==> src/rtl/snn_pkg.sv <==
// Shared types and helpers for the spiking-neuron layer: FSM state encoding,
// a width-generic saturation helper and the default firing threshold.
package snn_pkg;

    typedef enum logic {
        ST_RUN   = 1'b0,
        ST_FLUSH = 1'b1
    } fsm_state_e;

    localparam logic signed [15:0] DEFAULT_THRESHOLD = 16'sh0960;

    // Clamp a sign-extended value into the signed range of a w-bit word.
    // Callers size-cast the result down to w bits.
    function automatic logic signed [63:0] sat(input logic signed [63:0] x, input int unsigned w);
        logic signed [63:0] hi;
        logic signed [63:0] lo;
        hi = (64'sd1 <<< (w - 1)) - 64'sd1;
        lo = -(64'sd1 <<< (w - 1));
        if (x > hi) begin
            return hi;
        end else if (x < lo) begin
            return lo;
        end
        return x;
    endfunction

endpackage

==> src/rtl/lif_cell.sv <==
// One leaky integrate-and-fire neuron: membrane potential with arithmetic-shift
// leak, saturating integration, threshold/refractory handling and a saturating
// spike counter for the current window.
module lif_cell
    import snn_pkg::*;
#(
    parameter int                       DATA_W     = 16,
    parameter logic signed [DATA_W-1:0] THRESHOLD  = DEFAULT_THRESHOLD,
    parameter int                       LEAK_SHIFT = 4,
    parameter int                       REFRACT    = 8,
    parameter int                       RESET_MODE = 0,
    parameter int                       CNT_W      = 8
) (
    input  logic              clk,
    input  logic              rst,
    input  logic              step,
    input  logic              flush,
    input  logic              clear,
    input  logic [DATA_W-1:0] in_current,
    output logic              spike,
    output logic [CNT_W-1:0]  live_cnt
);

    // Two guard bits are enough for v - leak + in before clamping.
    localparam int EW = DATA_W + 2;
    localparam int RW = (REFRACT > 0) ? $clog2(REFRACT + 1) : 1;

    logic signed [DATA_W-1:0] v_q;
    logic [RW-1:0]            refr_q;
    logic                     spike_q;
    logic [CNT_W-1:0]         cnt_q;

    logic signed [DATA_W-1:0] leak;
    logic signed [EW-1:0]     v_ext;
    logic signed [EW-1:0]     leak_ext;
    logic signed [EW-1:0]     in_ext;
    logic signed [EW-1:0]     sum_ext;
    logic signed [EW-1:0]     sub_ext;
    logic signed [63:0]       sum_wide;
    logic signed [63:0]       sub_wide;
    logic signed [DATA_W-1:0] v_next;
    logic signed [DATA_W-1:0] v_fire_d;
    logic signed [DATA_W-1:0] thr;
    logic                     fire;

    // Candidate next potential, threshold test and post-spike potential.
    always_comb begin
        thr      = THRESHOLD;
        leak     = (LEAK_SHIFT == 0) ? '0 : (v_q >>> LEAK_SHIFT);
        v_ext    = {{2{v_q[DATA_W-1]}}, v_q};
        leak_ext = {{2{leak[DATA_W-1]}}, leak};
        in_ext   = {{2{in_current[DATA_W-1]}}, in_current};
        sum_ext  = v_ext - leak_ext + in_ext;
        sum_wide = {{(64 - EW){sum_ext[EW-1]}}, sum_ext};
        v_next   = DATA_W'(sat(sum_wide, DATA_W));
        fire     = (v_next >= thr);
        sub_ext  = {{2{v_next[DATA_W-1]}}, v_next} - {{2{thr[DATA_W-1]}}, thr};
        sub_wide = {{(64 - EW){sub_ext[EW-1]}}, sub_ext};
        v_fire_d = (RESET_MODE == 1) ? DATA_W'(sat(sub_wide, DATA_W)) : '0;
    end

    // Neuron state update; any restart source wipes the window state.
    always_ff @(posedge clk) begin
        if (rst || clear || flush) begin
            v_q     <= '0;
            refr_q  <= '0;
            cnt_q   <= '0;
            spike_q <= 1'b0;
        end else if (step) begin
            if (refr_q != '0) begin
                refr_q  <= refr_q - 1'b1;
                spike_q <= 1'b0;
            end else if (fire) begin
                spike_q <= 1'b1;
                v_q     <= v_fire_d;
                refr_q  <= RW'(REFRACT);
                if (cnt_q != '1) begin
                    cnt_q <= cnt_q + 1'b1;
                end
            end else begin
                v_q     <= v_next;
                spike_q <= 1'b0;
            end
        end else begin
            spike_q <= 1'b0;
        end
    end

    assign spike    = spike_q;
    assign live_cnt = cnt_q;

endmodule

==> src/rtl/lif_neuron_array.sv <==
// Array of LIF neurons with a window sequencer: counts enabled steps, then
// spends one flush cycle publishing per-channel spike counts and the most
// active channel before the next window starts.
module lif_neuron_array
    import snn_pkg::*;
#(
    parameter int                       N_CH       = 10,
    parameter int                       DATA_W     = 16,
    parameter logic signed [DATA_W-1:0] THRESHOLD  = DEFAULT_THRESHOLD,
    parameter int                       LEAK_SHIFT = 4,
    parameter int                       REFRACT    = 8,
    parameter int                       RESET_MODE = 0,
    parameter int                       T_WINDOW   = 250,
    parameter int                       CNT_W      = 8
) (
    input  logic                     clk,
    input  logic                     rst,
    input  logic                     en,
    input  logic                     clear,
    input  logic [N_CH*DATA_W-1:0]   in_current,
    output logic [N_CH-1:0]          out_spike,
    output logic [N_CH*CNT_W-1:0]    spike_cnt,
    output logic [$clog2(N_CH)-1:0]  winner,
    output logic                     winner_valid,
    output logic                     window_done
);

    localparam int IDX_W  = $clog2(N_CH);
    localparam int STEP_W = $clog2(T_WINDOW);

    fsm_state_e              state_q;
    logic [STEP_W-1:0]       step_q;
    logic [N_CH*CNT_W-1:0]   spike_cnt_q;
    logic [IDX_W-1:0]        winner_q;
    logic                    winner_valid_q;
    logic                    window_done_q;

    logic                    cell_step;
    logic                    cell_flush;
    logic [CNT_W-1:0]        live_cnt [N_CH];
    logic [CNT_W-1:0]        max_cnt;
    logic [IDX_W-1:0]        max_idx;

    assign cell_step  = (state_q == ST_RUN) && en;
    assign cell_flush = (state_q == ST_FLUSH);

    generate
        for (genvar gi = 0; gi < N_CH; gi++) begin : g_cell
            lif_cell #(
                .DATA_W     (DATA_W),
                .THRESHOLD  (THRESHOLD),
                .LEAK_SHIFT (LEAK_SHIFT),
                .REFRACT    (REFRACT),
                .RESET_MODE (RESET_MODE),
                .CNT_W      (CNT_W)
            ) u_cell (
                .clk        (clk),
                .rst        (rst),
                .step       (cell_step),
                .flush      (cell_flush),
                .clear      (clear),
                .in_current (in_current[gi*DATA_W +: DATA_W]),
                .spike      (out_spike[gi]),
                .live_cnt   (live_cnt[gi])
            );
        end
    endgenerate

    // Argmax over live counts; strict compare keeps the lowest index on ties.
    always_comb begin
        max_cnt = live_cnt[0];
        max_idx = '0;
        for (int i = 1; i < N_CH; i++) begin
            if (live_cnt[i] > max_cnt) begin
                max_cnt = live_cnt[i];
                max_idx = IDX_W'(i);
            end
        end
    end

    // Window sequencer and published result registers.
    always_ff @(posedge clk) begin
        if (rst) begin
            state_q        <= ST_RUN;
            step_q         <= '0;
            spike_cnt_q    <= '0;
            winner_q       <= '0;
            winner_valid_q <= 1'b0;
            window_done_q  <= 1'b0;
        end else if (clear) begin
            state_q       <= ST_RUN;
            step_q        <= '0;
            window_done_q <= 1'b0;
        end else begin
            case (state_q)
                ST_RUN: begin
                    window_done_q <= 1'b0;
                    if (en) begin
                        if (step_q == STEP_W'(T_WINDOW - 1)) begin
                            step_q  <= '0;
                            state_q <= ST_FLUSH;
                        end else begin
                            step_q <= step_q + 1'b1;
                        end
                    end
                end
                ST_FLUSH: begin
                    for (int i = 0; i < N_CH; i++) begin
                        spike_cnt_q[i*CNT_W +: CNT_W] <= live_cnt[i];
                    end
                    winner_q       <= max_idx;
                    winner_valid_q <= (max_cnt != '0);
                    window_done_q  <= 1'b1;
                    state_q        <= ST_RUN;
                end
                default: begin
                    state_q       <= ST_RUN;
                    window_done_q <= 1'b0;
                end
            endcase
        end
    end

    assign spike_cnt    = spike_cnt_q;
    assign winner       = winner_q;
    assign winner_valid = winner_valid_q;
    assign window_done  = window_done_q;

endmodule
==> config.mk <==
export PLATFORM = sky130hd
export DESIGN_NAME = lif_neuron_array
export DESIGN_NICKNAME = d
export VERILOG_FILES = /design/src/rtl/snn_pkg.sv /design/src/rtl/lif_cell.sv /design/src/rtl/lif_neuron_array.sv
export SDC_FILE = /design/constraint.sdc
export NUM_CORES = 2
export LEC_CHECK = 0
export ABC_AREA = 1
export CAP_MARGIN = 20
export CORE_ASPECT_RATIO = 1.75
export CORE_MARGIN = 10
export CORE_UTILIZATION = 32
export DETAILED_ROUTE_END_ITERATION = 6
export PLACE_DENSITY_LB_ADDON = 0.12
export SYNTH_ARGS = -nofsm -noshare
export SYNTH_HDL_FRONTEND = slang
export SYNTH_SLANG_ARGS = --single-unit
export TNS_END_PERCENT = 1
==> constraint.sdc <==
create_clock -name clk -period 32.5 [get_ports clk]
set_input_delay 6.5 -clock clk [delete_from_list [all_inputs] [get_ports clk]]
set_output_delay 6.5 -clock clk [all_outputs]
set_load 0.02 [all_outputs]
Word-level counts from Yosys, hierarchy flattened
Index checks and enable logic that the tools add are counted.
{"block": "word_totals", "reg_bits": 385}
{"block": "op_classes", "addsub": 41, "n_mux": 113, "n_reduce_logical": 67, "n_eq_ne": 11, "bitwise_logic": 13, "order_cmp": 39}
{"operator": "2-to-1 mux 16 bit", "n": 40}
{"operator": "adder 17 x 16 -> 18 bit", "n": 10}
{"operator": "> comparator 18 x 16 -> 1 bit (second input constant)", "n": 10}
{"operator": "less-than comparator 18 x 16 -> 1 bit (second input constant)", "n": 10}
{"operator": "subtractor 16 x 13 -> 17 bit", "n": 10}
{"operator": ">= comparator 16 x 13 -> 1 bit (second input constant)", "n": 10}
{"operator": "2-to-1 mux 4 bit", "n": 28}
{"operator": "adder 8 x 1 -> 8 bit (second input constant)", "n": 11}
{"operator": "2-to-1 mux 8 bit", "n": 10}
{"operator": "!= test 8 bit (second input constant)", "n": 10}
{"operator": "> comparator 8 bit", "n": 9}
{"operator": "AND reduction 2 bit", "n": 22}
{"operator": "AND reduction 4 bit", "n": 10}
{"operator": "nonzero test 4 bit", "n": 10}
{"operator": "subtractor 4 x 1 -> 4 bit (second input constant)", "n": 10}
{"operator": "2-to-1 mux 1 bit", "n": 33}
{"operator": "OR reduction 3 bit", "n": 10}
{"operator": "nonzero test 2 bit", "n": 10}
{"operator": "NOT 1 bit", "n": 13}
{"operator": "equality test 8 bit (second input constant)", "n": 1}
{"operator": "nonzero test 8 bit", "n": 1}
{"operator": "case mux 1 bit (2 select lines)", "n": 2}
{"operator": "logical OR 1 bit", "n": 2}
{"operator": "OR reduction 2 bit", "n": 1}
{"operator": "logical AND 1 bit", "n": 1}

Longest topological paths before layout
{"block": "depth", "word_depth": 19, "mapped_depth": 104}

Cells and area by module
A second synthesis with hierarchy kept.
{"block": "hier_totals", "cells_unflattened": 5769, "area_unflattened_um2": 38154.1}
{"module": "lif_cell (g_cell[3].u_cell ...)", "seq_area_each_um2": 580.6, "cells_each": 489, "area_each_um2": 3259.4, "n_inst": 4}
{"module": "lif_cell (g_cell[1].u_cell ...)", "seq_area_each_um2": 580.6, "cells_each": 489, "area_each_um2": 3171.8, "n_inst": 4}
{"module": "lif_neuron_array", "seq_area_each_um2": 1901.8, "cells_each": 878, "area_each_um2": 6039.5, "n_inst": 1}
{"module": "lif_cell (g_cell[0].u_cell)", "seq_area_each_um2": 580.6, "cells_each": 489, "area_each_um2": 3219.3, "n_inst": 1}
{"module": "lif_cell (g_cell[4].u_cell)", "seq_area_each_um2": 580.6, "cells_each": 490, "area_each_um2": 3170.5, "n_inst": 1}

Worst setup path before layout
Ideal clock, no wire load.
{"block": "synth_path", "kind": "reg2reg", "from": "register g_cell[0].u_cell.cnt_q[3]", "to": "register winner_q[1], in the netlist winner[1]", "path_slack_ps": 21089, "n_path_buf": 8, "arrival_time_ps": 11341, "setup_ps": 70, "path_stages_with_launch": 89, "required_time_ps": 32430, "path_cell_list": "dfxtp_1 > inv_1 > ha_1 > nand2_1 > inv_2 > nand2_1 > nand2_1 > nand2_1 > nand2_2 > nand2_2 > clkbuf_1 > nand2_1 > o21ai_0 > ha_1 > a21oi_1 > nor2_1 > a211oi_1 > nand2_2 > (+53 left out) > o211ai_1 > nand2_1 > buf_2 > nand3_1 > nand2_1 > inv_1 > ha_1 > a21oi_1 > o21ai_0 > nand2_1 > o211ai_1 > nand2_1 > inv_1 > nor2_1 > nand2_1 > inv_1 > nand2_1 > a21oi_1"}
{"block": "synth_via", "elab_chain_len": 18, "word_cells_on_any_way": 25}
{"element": "start: declaration", "line": "lif_cell.sv:31", "text": "logic [CNT_W-1:0] cnt_q;"}
{"element": "start signal: assignment", "line": "lif_cell.sv:78", "text": "cnt_q <= cnt_q + 1'b1;"}
{"element": "> comparator 8 bit", "line": "lif_neuron_array.sv:74", "text": "if (live_cnt[i] > max_cnt) begin"}
{"element": "2-to-1 mux 8 bit (*)", "line": "lif_neuron_array.sv:74"}
{"element": "> comparator 8 bit", "line": "lif_neuron_array.sv:74"}
{"element": "2-to-1 mux 8 bit", "line": "lif_neuron_array.sv:74"}
{"element": "> comparator 8 bit", "line": "lif_neuron_array.sv:74"}
{"element": "2-to-1 mux 8 bit", "line": "lif_neuron_array.sv:74"}
{"element": "> comparator 8 bit", "line": "lif_neuron_array.sv:74"}
{"element": "2-to-1 mux 8 bit", "line": "lif_neuron_array.sv:74"}
{"element": "(+2 left out)"}
{"element": "> comparator 8 bit", "line": "lif_neuron_array.sv:74"}
{"element": "2-to-1 mux 8 bit", "line": "lif_neuron_array.sv:74"}
{"element": "> comparator 8 bit", "line": "lif_neuron_array.sv:74"}
{"element": "2-to-1 mux 8 bit", "line": "lif_neuron_array.sv:74"}
{"element": "> comparator 8 bit", "line": "lif_neuron_array.sv:74"}
{"element": "2-to-1 mux 8 bit", "line": "lif_neuron_array.sv:74"}
{"element": "> comparator 8 bit", "line": "lif_neuron_array.sv:74"}
{"element": "2-to-1 mux 4 bit (*)", "line": "lif_neuron_array.sv:74"}
{"element": "end signal: assignment", "line": "lif_neuron_array.sv:111", "text": "winner_q <= max_idx;"}
{"element": "end: declaration", "line": "lif_neuron_array.sv:34", "text": "logic [IDX_W-1:0] winner_q;"}
Mark *: on every way between the ends. The rest lies on a longest branch, timed or not.
A chain may end at the register's enable or synchronous reset.

Final worst setup path
{"block": "layout_path", "from": "input in_current[2]", "to": "register g_cell[0].u_cell.cnt_q[3]"}
{"block": "layout_via", "elab_chain_len": 7, "word_cells_on_any_way": 9}
{"element": "start: declaration", "line": "lif_neuron_array.sv:20", "text": "input logic [N_CH*DATA_W-1:0] in_current,"}
{"element": "adder 17 x 16 -> 18 bit (*)", "line": "lif_cell.sv:53", "text": "sum_ext = v_ext - leak_ext + in_ext;"}
{"element": "less-than comparator 18 x 16 -> 1 bit", "line": "snn_pkg.sv:21", "text": "end else if (x < lo) begin"}
{"element": "2-to-1 mux 1 bit", "line": "snn_pkg.sv:21"}
{"element": "2-to-1 mux 1 bit", "line": "snn_pkg.sv:19", "text": "if (x > hi) begin"}
{"element": "2-to-1 mux 16 bit (*)", "line": "snn_pkg.sv:24", "text": "return x;"}
{"element": ">= comparator 16 x 13 -> 1 bit (*)", "line": "lif_cell.sv:56", "text": "fire = (v_next >= thr);"}
{"element": "AND reduction 4 bit (no source line) (*)"}
Marks and branches as above.

==> flow_summary_export.csv <==
group,metric,value,unit
logic_synthesis,synth_top_family_by_area,"adder cells",
logic_synthesis,async_flop_share,0,%
drt,avgViaCountPerCell,4.71,
drt,first_pass_iters,5,
sta,finClkSkew,15.9,ps
finish,fin_nets,5008,
logic_synthesis,synthSimpleGateAreaFrac,19.1,%
drt,wl_per_cell,16.2,um
setup_path,path_common_cell,"a21oi_1",
clock_tree,hold_buffers,0,
logic_synthesis,synth_cell_type_count,49,
finish,fillers,9871,
logic_synthesis,synthMuxAreaShare,0,%
drt,vias,26600,
setup_path,reg2reg_to,"winner[1]",
sta,worstMarginPinSlew,1080,ps
sta,max_slew_margin,27.7,%
setup_path,r2r_setup_slack,20190,ps
sta,max_freq,78.3,MHz
sta,final.min_clock_period,12770,ps
min_path,min_path_cells,2,
global_routing,grt_use_total,17.1,%
logic_synthesis,syn_inst,4213,
clock_tree,root_buffer,"clkbuf_16",
sta,hold_viol,0,
clock_tree,cts_made_buffers,45,
placed_design,post-dp-hpwl,72.5,mm
setup_path,path_class,"in2reg",
clock_tree,cts_buffer_depth,3,
logic_synthesis,seq_area_frac_synth,26.1,%
sta,fin_tns_setup,0,ps
setup_path,timing.rr.start,"g_cell[0].u_cell.live_cnt[3]",
drt,antenna_left,0,
sta,min_period_over_period,39.3,%
setup_path,critical_path.max_fanout,14,
global_routing,antenna_found_initial,2,
setup_path,critical_path_required,33020,ps
logic_synthesis,synth-edff-count,0,
sta,finalSetupViolations,0,
min_path,hold_class,"reg2reg",
min_path,worstHoldStart,"g_cell[2].u_cell.refr_q[1]",
placed_design,gp_congestion,0.849,
placed_design,portBuffers,259,
logic_synthesis,netlist_area,0.0295,mm^2
logic_synthesis,synth_warnings,0,
global_routing,grt_max_degree,127,
global_routing,grt_overflow,0,
global_routing,top_usage_layer,"met2",
setup_path,crit_arrival,13300,ps
setup_path,critical_path.max_stage_delay,530,ps
sta,drv_slew,0,
logic_synthesis,syn_area_per_cell,7.00,um^2
sta,rsz0062_at_grt,"no",
logic_synthesis,synth-compound-area-share,17.4,%
floorplanning,io_pins,260,
floorplanning,die_height,422,um
global_routing,first_global_vias,27500,
floorplanning,floorplan.initialDensity,32.2,%
drt,post-route-drc-count,0,
clock_tree,clk_latency,600,ps
global_routing,met3_usage,2.86,%
clock_tree,post_cts_resized,0,
clock_tree,post_cts_buffers,0,
global_routing,gr-usage-met1,17.3,%
logic_synthesis,ys_seq_elements,385,
drt,routed_wl,91.4,mm
setup_path,critPathCaptureType,"flip-flop",
drt,initialDrtViolationCount,944,
floorplanning,rows,147,
finish,areaGrowthSynthToFinish,18.3,%
status,status,"completed",
logic_synthesis,synthFlopType,"dfxtp_1",
finish,drive_above_1_share,3.59,%
min_path,min_to,"g_cell[2].u_cell.refr_q[1]",
global_routing,use_met2,33.5,%
setup_path,crit_slowest_cell,"fa_1",
logic_synthesis,syn_nets,4795,
run,drv_cap,0,
logic_synthesis,synthAdderAreaFrac,20.8,%
floorplanning,die_area,0.105,mm^2
floorplanning,chipWidth,250,um
setup_path,r2r_cells,78,
clock_tree,cts_tree,"done",
floorplanning,coreArea,0.0916,mm^2
setup_path,cp-start-kind,"input pin",
clock_tree,htreeDepth,2,
clock_tree,clkSlewWorstSetupHoldPaths,60,ps
global_routing,grt_pass1_wl,145,mm
logic_synthesis,synthXorXnorAreaFrac,3.18,%
clock_tree,cts_sinks,385,
-- state kept, by name (all words and copies together), names as in the netlist --
| name | cells |
|---|---|
| g_cell.u_cell.v_q | 160 |
| step_q | 8 |
| g_cell.u_cell.spike | 10 |
| spike_cnt | 80 |
| winner_valid | 1 |
| g_cell.u_cell.live_cnt | 80 |
| g_cell.u_cell.refr_q | 40 |
| window_done | 1 |
| cell_flush | 1 |
| winner | 4 |
-- worst max-delay path, delay by kind of cell --
kind | cells | cell delay [ps]
AOI/OAI and AO/OA | 17 | 3180
xor gates and xnor gates | 1 | 150
adders and majority gates | 2 | 870
and+or+nand+nor | 10 | 1350
buffers and inverters | 6 | 1240
-- how the worst max path moves through the flow --
stage | endpoint | cells after the start | slack (ps) | from
detailed placement | g_cell[0].u_cell.live_cnt[3] | 36 | 19140 | in_current[2]
floorplan | winner[1] | 88 | 21090 | g_cell[0].u_cell.live_cnt[3]
global placement | g_cell[0].u_cell.live_cnt[3] | 36 | 19190 | in_current[1]
CTS | g_cell[0].u_cell.live_cnt[3] | 36 | 19770 | in_current[2]
finish | g_cell[0].u_cell.live_cnt[3] | 36 | 19730 | in_current[2]
global route | winner[2] | 77 | 18720 | g_cell[0].u_cell.live_cnt[3]
-- through the flow --
stage	utilization (%)	std cells	hold WS (ps)	setup WS [ps]	cell area [um^2]
after floorplan	-	4213	440	21090	29500
after global placement	36.3	5571	451	19190	33300
after detailed placement	36.3	5571	453	19140	33300
after CTS	38.1	5653	463	19770	34900
after global routing	38.1	5655	474	18720	34900
final	38.1	5655	462	19730	34900
-- synth_stat cells (all sizes together), types with 36 or more instances --
library cell  number  area, um^2
nand3            175         876
nor3              55         275
ha               298        3730
clkbuf            90         338
o21bai            57         428
dfxtp            385        7710
nand4             36         231
fa               120        2400
nand2            729        2830
nor2             249         937
inv              940        3530
a21oi            516        2580
o21ai            284        1420
xor2              83         727
-- final cells by class --
type	count	area (um^2)	share of cell area [%]
multi-input cells	2784	17900	51.2
well taps	1192	1490	4.27
diodes	2	5.00	0.0143
clock inverters	23	334	0.957
inverters	941	3540	10.1
repair buffers	269	2670	7.64
clock buffers	59	1290	3.70
flip-flops and latches	385	7710	22.1
-- layer usage --
metal  part of all wire, %  wire [um]
met3                   3.8       3480
met5                     0          0
met4                   4.2       3800
met2                    53      48800
met1                    39      35300
-- cell usage in the layout, fill, tap and decap left out, types with 120 or more instances in the layout --
master	Yosys	layout
inv_1	938	937
ha_1	298	298
fa_1	120	120
clkdlybuf4s50_1	0	259
o21ai_0	279	279
nor2_1	248	246
a21oi_1	516	516
nand2_1	705	704
dfxtp_1	385	385
nand3_1	175	175
-- logic make-up (layout without fill, tap and decap cells) --
family          after synthesis  in the layout
simple gates               1315           1315
buf+inv                    1044           1292
compound gates              944            944
fa+ha+maj                   418            418
flops                       385            385
xor+xnor                    107            107
other cells                   0              2
Power is left out: the tool's default activity adds up to more than one toggle a clock period on the data nets, which glitch-free logic cannot reach.
